`config.mk`:
```
export PLATFORM = sky130hd
export DESIGN_NAME = game_session_ctrl_flat
export DESIGN_NICKNAME = d
export VERILOG_FILES = /design/src/rtl/game_session_ctrl_pkg.sv /design/src/rtl/game_session_ctrl_if.sv /design/src/rtl/game_session_ctrl_btn_rise.sv /design/src/rtl/game_session_ctrl.sv /design/src/flat_wrapper.sv
export SDC_FILE = /design/constraint.sdc
export NUM_CORES = 1
export LEC_CHECK = 0
export ABC_CLOCK_PERIOD_IN_PS = 5480
export CORE_MARGIN = 2
export CORE_UTILIZATION = 35
export DETAILED_ROUTE_END_ITERATION = 10
export PLACE_DENSITY_LB_ADDON = 0.05
export SLEW_MARGIN = 20
export SYNTH_ARGS = -nofsm -noshare
export SYNTH_HDL_FRONTEND = slang
export SYNTH_SLANG_ARGS = --single-unit
```
`constraint.sdc`:
```
create_clock -name system_clk -period 5.48 [get_ports system_clk]
set_input_delay 1.37 -clock system_clk [delete_from_list [all_inputs] [get_ports system_clk]]
set_output_delay 1.37 -clock system_clk [all_outputs]
set_load 0.01 [all_outputs]
```
`src/rtl/game_session_ctrl_pkg.sv`:
```
// +----------------------------------------------------------------------+
// | game_pkg: shared types and helpers for the game session controller.  |
// | Revision: 1.0                                                        |
// +----------------------------------------------------------------------+
`default_nettype none

package game_pkg;

   typedef enum logic [2:0] {
      S_HOLD  = 3'd0,
      S_IDLE  = 3'd1,
      S_RUN   = 3'd2,
      S_PAUSE = 3'd3,
      S_OVER  = 3'd4
   } sess_state_t;

   localparam int SCORE_W_DEF = 32;

   function automatic int lives_w(input int lives);
      return $clog2(lives + 1);
   endfunction

endpackage

`default_nettype wire

```
`src/rtl/game_session_ctrl_if.sv`:
```
// +----------------------------------------------------------------------+
// | game_session_ctrl_if: game-side inputs and session outputs bundle.   |
// | Revision: 1.0                                                        |
// +----------------------------------------------------------------------+
`default_nettype none

interface game_session_ctrl_if #(
   parameter int LIVES   = 3,
   parameter int SCORE_W = game_pkg::SCORE_W_DEF
);
   localparam int LW = game_pkg::lives_w(LIVES);

   logic               start;
   logic               pause_bt;
   logic               tick;
   logic               collision;
   logic [SCORE_W-1:0] score;
   logic               core_rst;
   logic               run;
   logic               paused;
   logic               game_over;
   logic [LW-1:0]      lives;
   logic               hit;
   logic [SCORE_W-1:0] high_score;

   modport master (
      output start, pause_bt, tick, collision, score,
      input  core_rst, run, paused, game_over, lives, hit, high_score
   );

   modport slave (
      input  start, pause_bt, tick, collision, score,
      output core_rst, run, paused, game_over, lives, hit, high_score
   );
endinterface

`default_nettype wire

```
`src/rtl/game_session_ctrl_btn_rise.sv`:
```
// +----------------------------------------------------------------------+
// | btn_rise: rising-edge pulse from a level button; prev resets high.   |
// | Revision: 1.0                                                        |
// +----------------------------------------------------------------------+
`default_nettype none

module btn_rise (
   input  wire logic clk,
   input  wire logic rst,
   input  wire logic btn,
   output logic      rise
);
   logic prev_q;
   logic prev_d;

   always_comb begin
      prev_d = btn;
   end

   // prev resets high so a button held through reset yields no edge
   always_ff @(posedge clk) begin
      if (rst) prev_q <= 1'b1;
      else     prev_q <= prev_d;
   end

   assign rise = btn & ~prev_q;
endmodule

`default_nettype wire

```
`src/rtl/game_session_ctrl.sv`:
```
// +----------------------------------------------------------------------+
// | game_session_ctrl: session FSM driving core_rst/run of the game,     |
// | with pause, lives, invulnerability, game-over and high score.        |
// | Revision: 1.0                                                        |
// +----------------------------------------------------------------------+
`default_nettype none

module game_session_ctrl
   import game_pkg::*;
#(
   parameter int RST_HOLD     = 3,
   parameter int LIVES        = 3,
   parameter int INVULN_TICKS = 4,
   parameter int SCORE_W      = SCORE_W_DEF
) (
   input wire logic           system_clk,
   input wire logic           rst,
   game_session_ctrl_if.slave bus
);
   localparam int LW = lives_w(LIVES);
   localparam int HW = $clog2(RST_HOLD + 1);
   localparam int IW = (INVULN_TICKS > 0) ? $clog2(INVULN_TICKS + 1) : 1;

   localparam logic [LW-1:0] C_LIVES_INIT = LW'(LIVES);
   localparam logic [LW-1:0] C_ONE_LIFE   = LW'(1);
   localparam logic [HW-1:0] C_HOLD_LAST  = HW'(RST_HOLD);
   localparam logic [IW-1:0] C_INV_INIT   = IW'(INVULN_TICKS);

   logic start_rise;
   logic pause_rise;

   btn_rise u_start_rise (.clk(system_clk), .rst(rst), .btn(bus.start),    .rise(start_rise));
   btn_rise u_pause_rise (.clk(system_clk), .rst(rst), .btn(bus.pause_bt), .rise(pause_rise));

   sess_state_t        state_q,      state_d;
   logic [HW-1:0]      hold_cnt_q,   hold_cnt_d;
   logic [IW-1:0]      invuln_q,     invuln_d;
   logic [LW-1:0]      lives_q,      lives_d;
   logic [SCORE_W-1:0] high_score_q, high_score_d;
   logic               core_rst_q,   core_rst_d;
   logic               run_q,        run_d;
   logic               paused_q,     paused_d;
   logic               game_over_q,  game_over_d;
   logic               hit_q,        hit_d;
   logic               over_entry_q, over_entry_d;

   always_comb begin
      state_d      = state_q;
      hold_cnt_d   = hold_cnt_q;
      invuln_d     = invuln_q;
      lives_d      = lives_q;
      high_score_d = high_score_q;
      core_rst_d   = core_rst_q;
      run_d        = run_q;
      paused_d     = paused_q;
      game_over_d  = game_over_q;
      hit_d        = 1'b0;
      over_entry_d = 1'b0;

      case (state_q)
         S_HOLD: begin
            core_rst_d = 1'b1;
            if (hold_cnt_q == C_HOLD_LAST) state_d = S_IDLE;
            else                           hold_cnt_d = hold_cnt_q + 1'b1;
         end
         S_IDLE: begin
            core_rst_d = 1'b1;
            lives_d    = C_LIVES_INIT;
            if (start_rise) begin
               state_d    = S_RUN;
               core_rst_d = 1'b0;
               run_d      = 1'b1;
               invuln_d   = '0;
            end
         end
         S_RUN: begin
            // collision is resolved before a same-cycle pause edge
            if (bus.collision && invuln_q == '0) begin
               lives_d  = lives_q - 1'b1;
               hit_d    = 1'b1;
               invuln_d = C_INV_INIT;
               if (lives_q == C_ONE_LIFE) begin
                  state_d      = S_OVER;
                  run_d        = 1'b0;
                  game_over_d  = 1'b1;
                  over_entry_d = 1'b1;
               end
            end else if (bus.tick && invuln_q != '0) begin
               invuln_d = invuln_q - 1'b1;
            end
            if (state_d == S_RUN && pause_rise) begin
               state_d  = S_PAUSE;
               run_d    = 1'b0;
               paused_d = 1'b1;
            end
         end
         S_PAUSE: begin
            if (pause_rise) begin
               state_d  = S_RUN;
               run_d    = 1'b1;
               paused_d = 1'b0;
            end
         end
         S_OVER: begin
            if (over_entry_q && bus.score > high_score_q) high_score_d = bus.score;
            if (start_rise) begin
               state_d     = S_HOLD;
               hold_cnt_d  = '0;
               core_rst_d  = 1'b1;
               game_over_d = 1'b0;
               lives_d     = C_LIVES_INIT;
               invuln_d    = '0;
            end
         end
         default: begin
            state_d    = S_HOLD;
            hold_cnt_d = '0;
            core_rst_d = 1'b1;
         end
      endcase
   end

   always_ff @(posedge system_clk) begin
      if (rst) begin
         state_q      <= S_HOLD;
         hold_cnt_q   <= '0;
         invuln_q     <= '0;
         lives_q      <= C_LIVES_INIT;
         high_score_q <= '0;
         core_rst_q   <= 1'b1;
         run_q        <= 1'b0;
         paused_q     <= 1'b0;
         game_over_q  <= 1'b0;
         hit_q        <= 1'b0;
         over_entry_q <= 1'b0;
      end else begin
         state_q      <= state_d;
         hold_cnt_q   <= hold_cnt_d;
         invuln_q     <= invuln_d;
         lives_q      <= lives_d;
         high_score_q <= high_score_d;
         core_rst_q   <= core_rst_d;
         run_q        <= run_d;
         paused_q     <= paused_d;
         game_over_q  <= game_over_d;
         hit_q        <= hit_d;
         over_entry_q <= over_entry_d;
      end
   end

   assign bus.core_rst   = core_rst_q;
   assign bus.run        = run_q;
   assign bus.paused     = paused_q;
   assign bus.game_over  = game_over_q;
   assign bus.lives      = lives_q;
   assign bus.hit        = hit_q;
   assign bus.high_score = high_score_q;
endmodule

`default_nettype wire

```
`src/flat_wrapper.sv`:
```
// flat-port wrapper written by rule: the top's interface ports become plain ports
module game_session_ctrl_flat import game_pkg::*;
#(
   parameter int RST_HOLD     = 3,
   parameter int LIVES        = 3,
   parameter int INVULN_TICKS = 4,
   parameter int SCORE_W      = SCORE_W_DEF
)
  (system_clk, rst, bus_start, bus_pause_bt, bus_tick, bus_collision, bus_score, bus_core_rst, bus_run, bus_paused, bus_game_over, bus_lives, bus_hit, bus_high_score);
  game_session_ctrl_if #(.LIVES(LIVES), .SCORE_W(SCORE_W)) bus_i ();
  input wire logic system_clk;
  input wire logic rst;
  input wire logic [$bits(bus_i.start)-1:0] bus_start;
  input wire logic [$bits(bus_i.pause_bt)-1:0] bus_pause_bt;
  input wire logic [$bits(bus_i.tick)-1:0] bus_tick;
  input wire logic [$bits(bus_i.collision)-1:0] bus_collision;
  input wire logic [$bits(bus_i.score)-1:0] bus_score;
  output wire logic [$bits(bus_i.core_rst)-1:0] bus_core_rst;
  output wire logic [$bits(bus_i.run)-1:0] bus_run;
  output wire logic [$bits(bus_i.paused)-1:0] bus_paused;
  output wire logic [$bits(bus_i.game_over)-1:0] bus_game_over;
  output wire logic [$bits(bus_i.lives)-1:0] bus_lives;
  output wire logic [$bits(bus_i.hit)-1:0] bus_hit;
  output wire logic [$bits(bus_i.high_score)-1:0] bus_high_score;
  assign bus_i.start = bus_start;
  assign bus_i.pause_bt = bus_pause_bt;
  assign bus_i.tick = bus_tick;
  assign bus_i.collision = bus_collision;
  assign bus_i.score = bus_score;
  assign bus_core_rst = bus_i.core_rst;
  assign bus_run = bus_i.run;
  assign bus_paused = bus_i.paused;
  assign bus_game_over = bus_i.game_over;
  assign bus_lives = bus_i.lives;
  assign bus_hit = bus_i.hit;
  assign bus_high_score = bus_i.high_score;
  game_session_ctrl #(.RST_HOLD(RST_HOLD), .LIVES(LIVES), .INVULN_TICKS(INVULN_TICKS), .SCORE_W(SCORE_W)) u_core (.system_clk(system_clk), .rst(rst), .bus(bus_i));
endmodule
```
==> flow_summary.toml <==
[sta]
fin_skew_ns = 0.00847
min_period_ns = 3.88
setup_tns_ns = 0
finalHoldViolations = 0
setup_viol = 0
rsz0062_at_grt = "false"
clock.fmax_ghz = 0.258
fin_crit_sh_pct = 70.7
final_max_slew_viol_count = 0
fin_hold_ws_ns = 0.491
slew_headroom_pct = 48.9
tightest_slew_ns = 0.764

[critical_path]
worst_setup_path_end_kind = "flop"
critPathMaxStageDelay_ns = 0.55
slowest_stage = "or4_4"
crit_path_start_kind = "primary input"
crit_path_cell_trace = "clkdlybuf4s50_1 > ha_1 > nand4_1 > or2_1 > a21oi_1 > or4_4 > a31oi_4 > buf_4 > mux2i_1"
critPathKind = "primary input to flop"
critPathRequiredTime_ns = 5.72
cp_max_fo = 13
cp.arrival_ns = 4.11

[cts]
hold_buffers = 0
htreeDepth = 2
cts_tree = "yes"
cts.repair.resized = 0
clock_path_buffers = 2
cts-buffers-inserted = 5
postCtsSetupRepairBufs = 0
clk_pin_slew_worst_paths_ns = 0.10
root_buffer = "clkbuf_8"
clock_latency_ns = 0.31
clock-sinks = 50

[floorplanning]
ios = 77
rows = 34
fp.dieH_um = 99.4
start_util_pct = 36.3
dieWidth_um = 99.4
core_um2 = 8760
die_area_um2 = 9870

[route]
ant_nets = 0
wl_per_cell_um = 12.4
viasPerCell = 4.79
drt-initial-drc-count = 69
vias = 2590
drt_first_pass_iters = 4
wirelength_um = 6710
post-route-drc-count = 0

[placement]
place_hpwl_um = 5020
routabilityCongestion = 0.780
port_buffers = 76

[synth]
ys_warn_count = 0
netlist-cell-type-count = 43
syn_nets = 436
syn-cell-area_um2 = 3180
ys_seq_area_share_pct = 31.4
ys_seq_elements = 50
netlist_instances = 362
avgSynthCellArea_um2 = 8.79

[cells_and_area]
drive_gt1_share_pct = 5.08
fillers = 884
diodes = 0
final_cell_mix = "clkdlybuf4s50_1 (75), nand2b_1 (69), dfxtp_1 (50)"
utilization_pct = 46.8
final_common_cell = "clkdlybuf4s50_1"
layout.nets = 506
syn_to_final_growth_pct = 28.8

[pwr]
total_power_w = 0.000776
p_sw_share_pct = 25.6
ir_worst_vdd_v = 0.0000924
seqPwrFrac_pct = 49.5
clock_power_share_pct = 34.6
switching_power_w = 0.000198
leakage_nw = 1.66
combPwrFrac_pct = 15.9
power_density_nw_per_um2 = 189
intPower_w = 0.000578

[global_route]
grt_pass1_vias = 2515
antenna_found_initial = 0
grt_start_max_net_pins = 83
grt_pass1_wl_um = 11700
gr-total-overflow = 0
grt_usage_pct = 14.2

[run]
drv_cap = 0

[hold_path]
hp-class = "flop to flop"

[outcome]
status = "complete, no violations"
## cells in the mapped netlist (all sizes together)
| library cell | count | area [um^2] |
|---|---|---|
| a211oi | 3 | 22.5 |
| a21o | 4 | 30.0 |
| a21oi | 18 | 90.1 |
| a221o | 1 | 10.0 |
| a221oi | 1 | 15.0 |
| a22oi | 1 | 7.51 |
| a2bb2oi | 1 | 8.76 |
| a311oi | 2 | 17.5 |
| a31oi | 4 | 40.0 |
| and3 | 3 | 20.0 |
| buf | 4 | 63.8 |
| clkbuf | 11 | 41.3 |
| dfxtp | 50 | 1000 |
| ha | 36 | 450 |
| inv | 36 | 135 |
| mux2i | 32 | 320 |
| nand2 | 15 | 56.3 |
| nand2b | 69 | 432 |
| nand3 | 6 | 30.0 |
| nand3b | 1 | 7.51 |
| nand4 | 6 | 37.5 |
| nor2 | 15 | 56.3 |
| nor2b | 4 | 32.5 |
| nor3 | 8 | 40.0 |
| nor3b | 2 | 15.0 |
| nor4 | 3 | 25.0 |
| o211ai | 2 | 20.0 |
| o21a | 3 | 22.5 |
| o21ai | 9 | 48.8 |
| o22a | 1 | 8.76 |
| o22ai | 4 | 25.0 |
| o31ai | 1 | 7.51 |
| or2 | 4 | 25.0 |
| or4 | 1 | 11.3 |
| xnor2 | 1 | 8.76 |
## registers in the layout, summed over array words and instances (netlist names), 2 cells and up
register,count
u_core.hold_cnt_q,2
u_core.bus.lives,2
u_core.bus.high_score,32
u_core.invuln_q,3
u_core.state_q,3
## cells by family (layout without fill, tap and decap cells)
| kind of cell | after synthesis | after routing | share of synthesized area, % |
|---|---|---|---|
| fa+ha+maj | 36 | 36 | 14.2 |
| flops | 50 | 50 | 31.4 |
| mux | 32 | 32 | 10.1 |
| buf+inv | 51 | 122 | 7.55 |
| compound gates | 55 | 55 | 11.8 |
| xor+xnor | 1 | 1 | 0.275 |
| simple gates | 137 | 137 | 24.8 |
## critical path: cells and delay by family
kind                       cells  cell delay, ns
muxes                          1            0.21
buffers and inverters          2            0.77
adders and majority gates      1            0.32
AOI/OAI and AO/OA              2            0.59
and+or+nand+nor                3            0.84
## cell type report
cell class              count  area, um^2  area share, %
repair buffers             78         773           18.9
flip-flops and latches     50        1000           24.4
clock buffers               5        68.8           1.68
multi-input cells         261        1940           47.4
inverters                  36         135           3.30
clock inverters             3        45.0           1.10
well taps                 108         135           3.30
## per-stage QoR
step / worst slack (ns) / instances / cell area, um^2
5_1_grt: 1.42 / 541 / 4100
3_3_place_gp: 1.29 / 533 / 3980
2_1_floorplan: 2.25 / 362 / 3180
3_5_place_dp: 1.25 / 533 / 3980
6_report: 1.60 / 541 / 4100
4_1_cts: 1.56 / 541 / 4100
## per-layer routing
layer | share of wire (%) | track usage [%] | wire, um
met2 | 45 | 22.9 | 3040
met4 | 0.85 | 3.48 | 57
met1 | 49 | 19.4 | 3290
met5 | 0 | 0 | 0
met3 | 4.8 | 3.16 | 323
## final timing paths
path / start / endpoint / slack (ns) / depth (start not counted)
worst min register to register: u_core.hold_cnt_q[1] / u_core.hold_cnt_q[1] / 0.49 / 2
worst min-delay path: u_core.hold_cnt_q[1] / u_core.hold_cnt_q[1] / 0.49 / 2
worst max-delay path: bus_score[15] / u_core.bus.high_score[1] / 1.60 / 9
worst max register to register: u_core.bus.high_score[15] / u_core.bus.high_score[1] / 2.68 / 9
## power by group through the flow
stage	Sequential (W)	Clock, W	Combinational, W
2_1_floorplan	0.000387	0	0.0000818
6_report	0.000384	0.000269	0.000123
3_3_place_gp	0.000392	0	0.000124
5_1_grt	0.000386	0.000294	0.000141
4_1_cts	0.000384	0.000281	0.000125
3_5_place_dp	0.000392	0	0.000125
(Power assumes the default switching activity.)
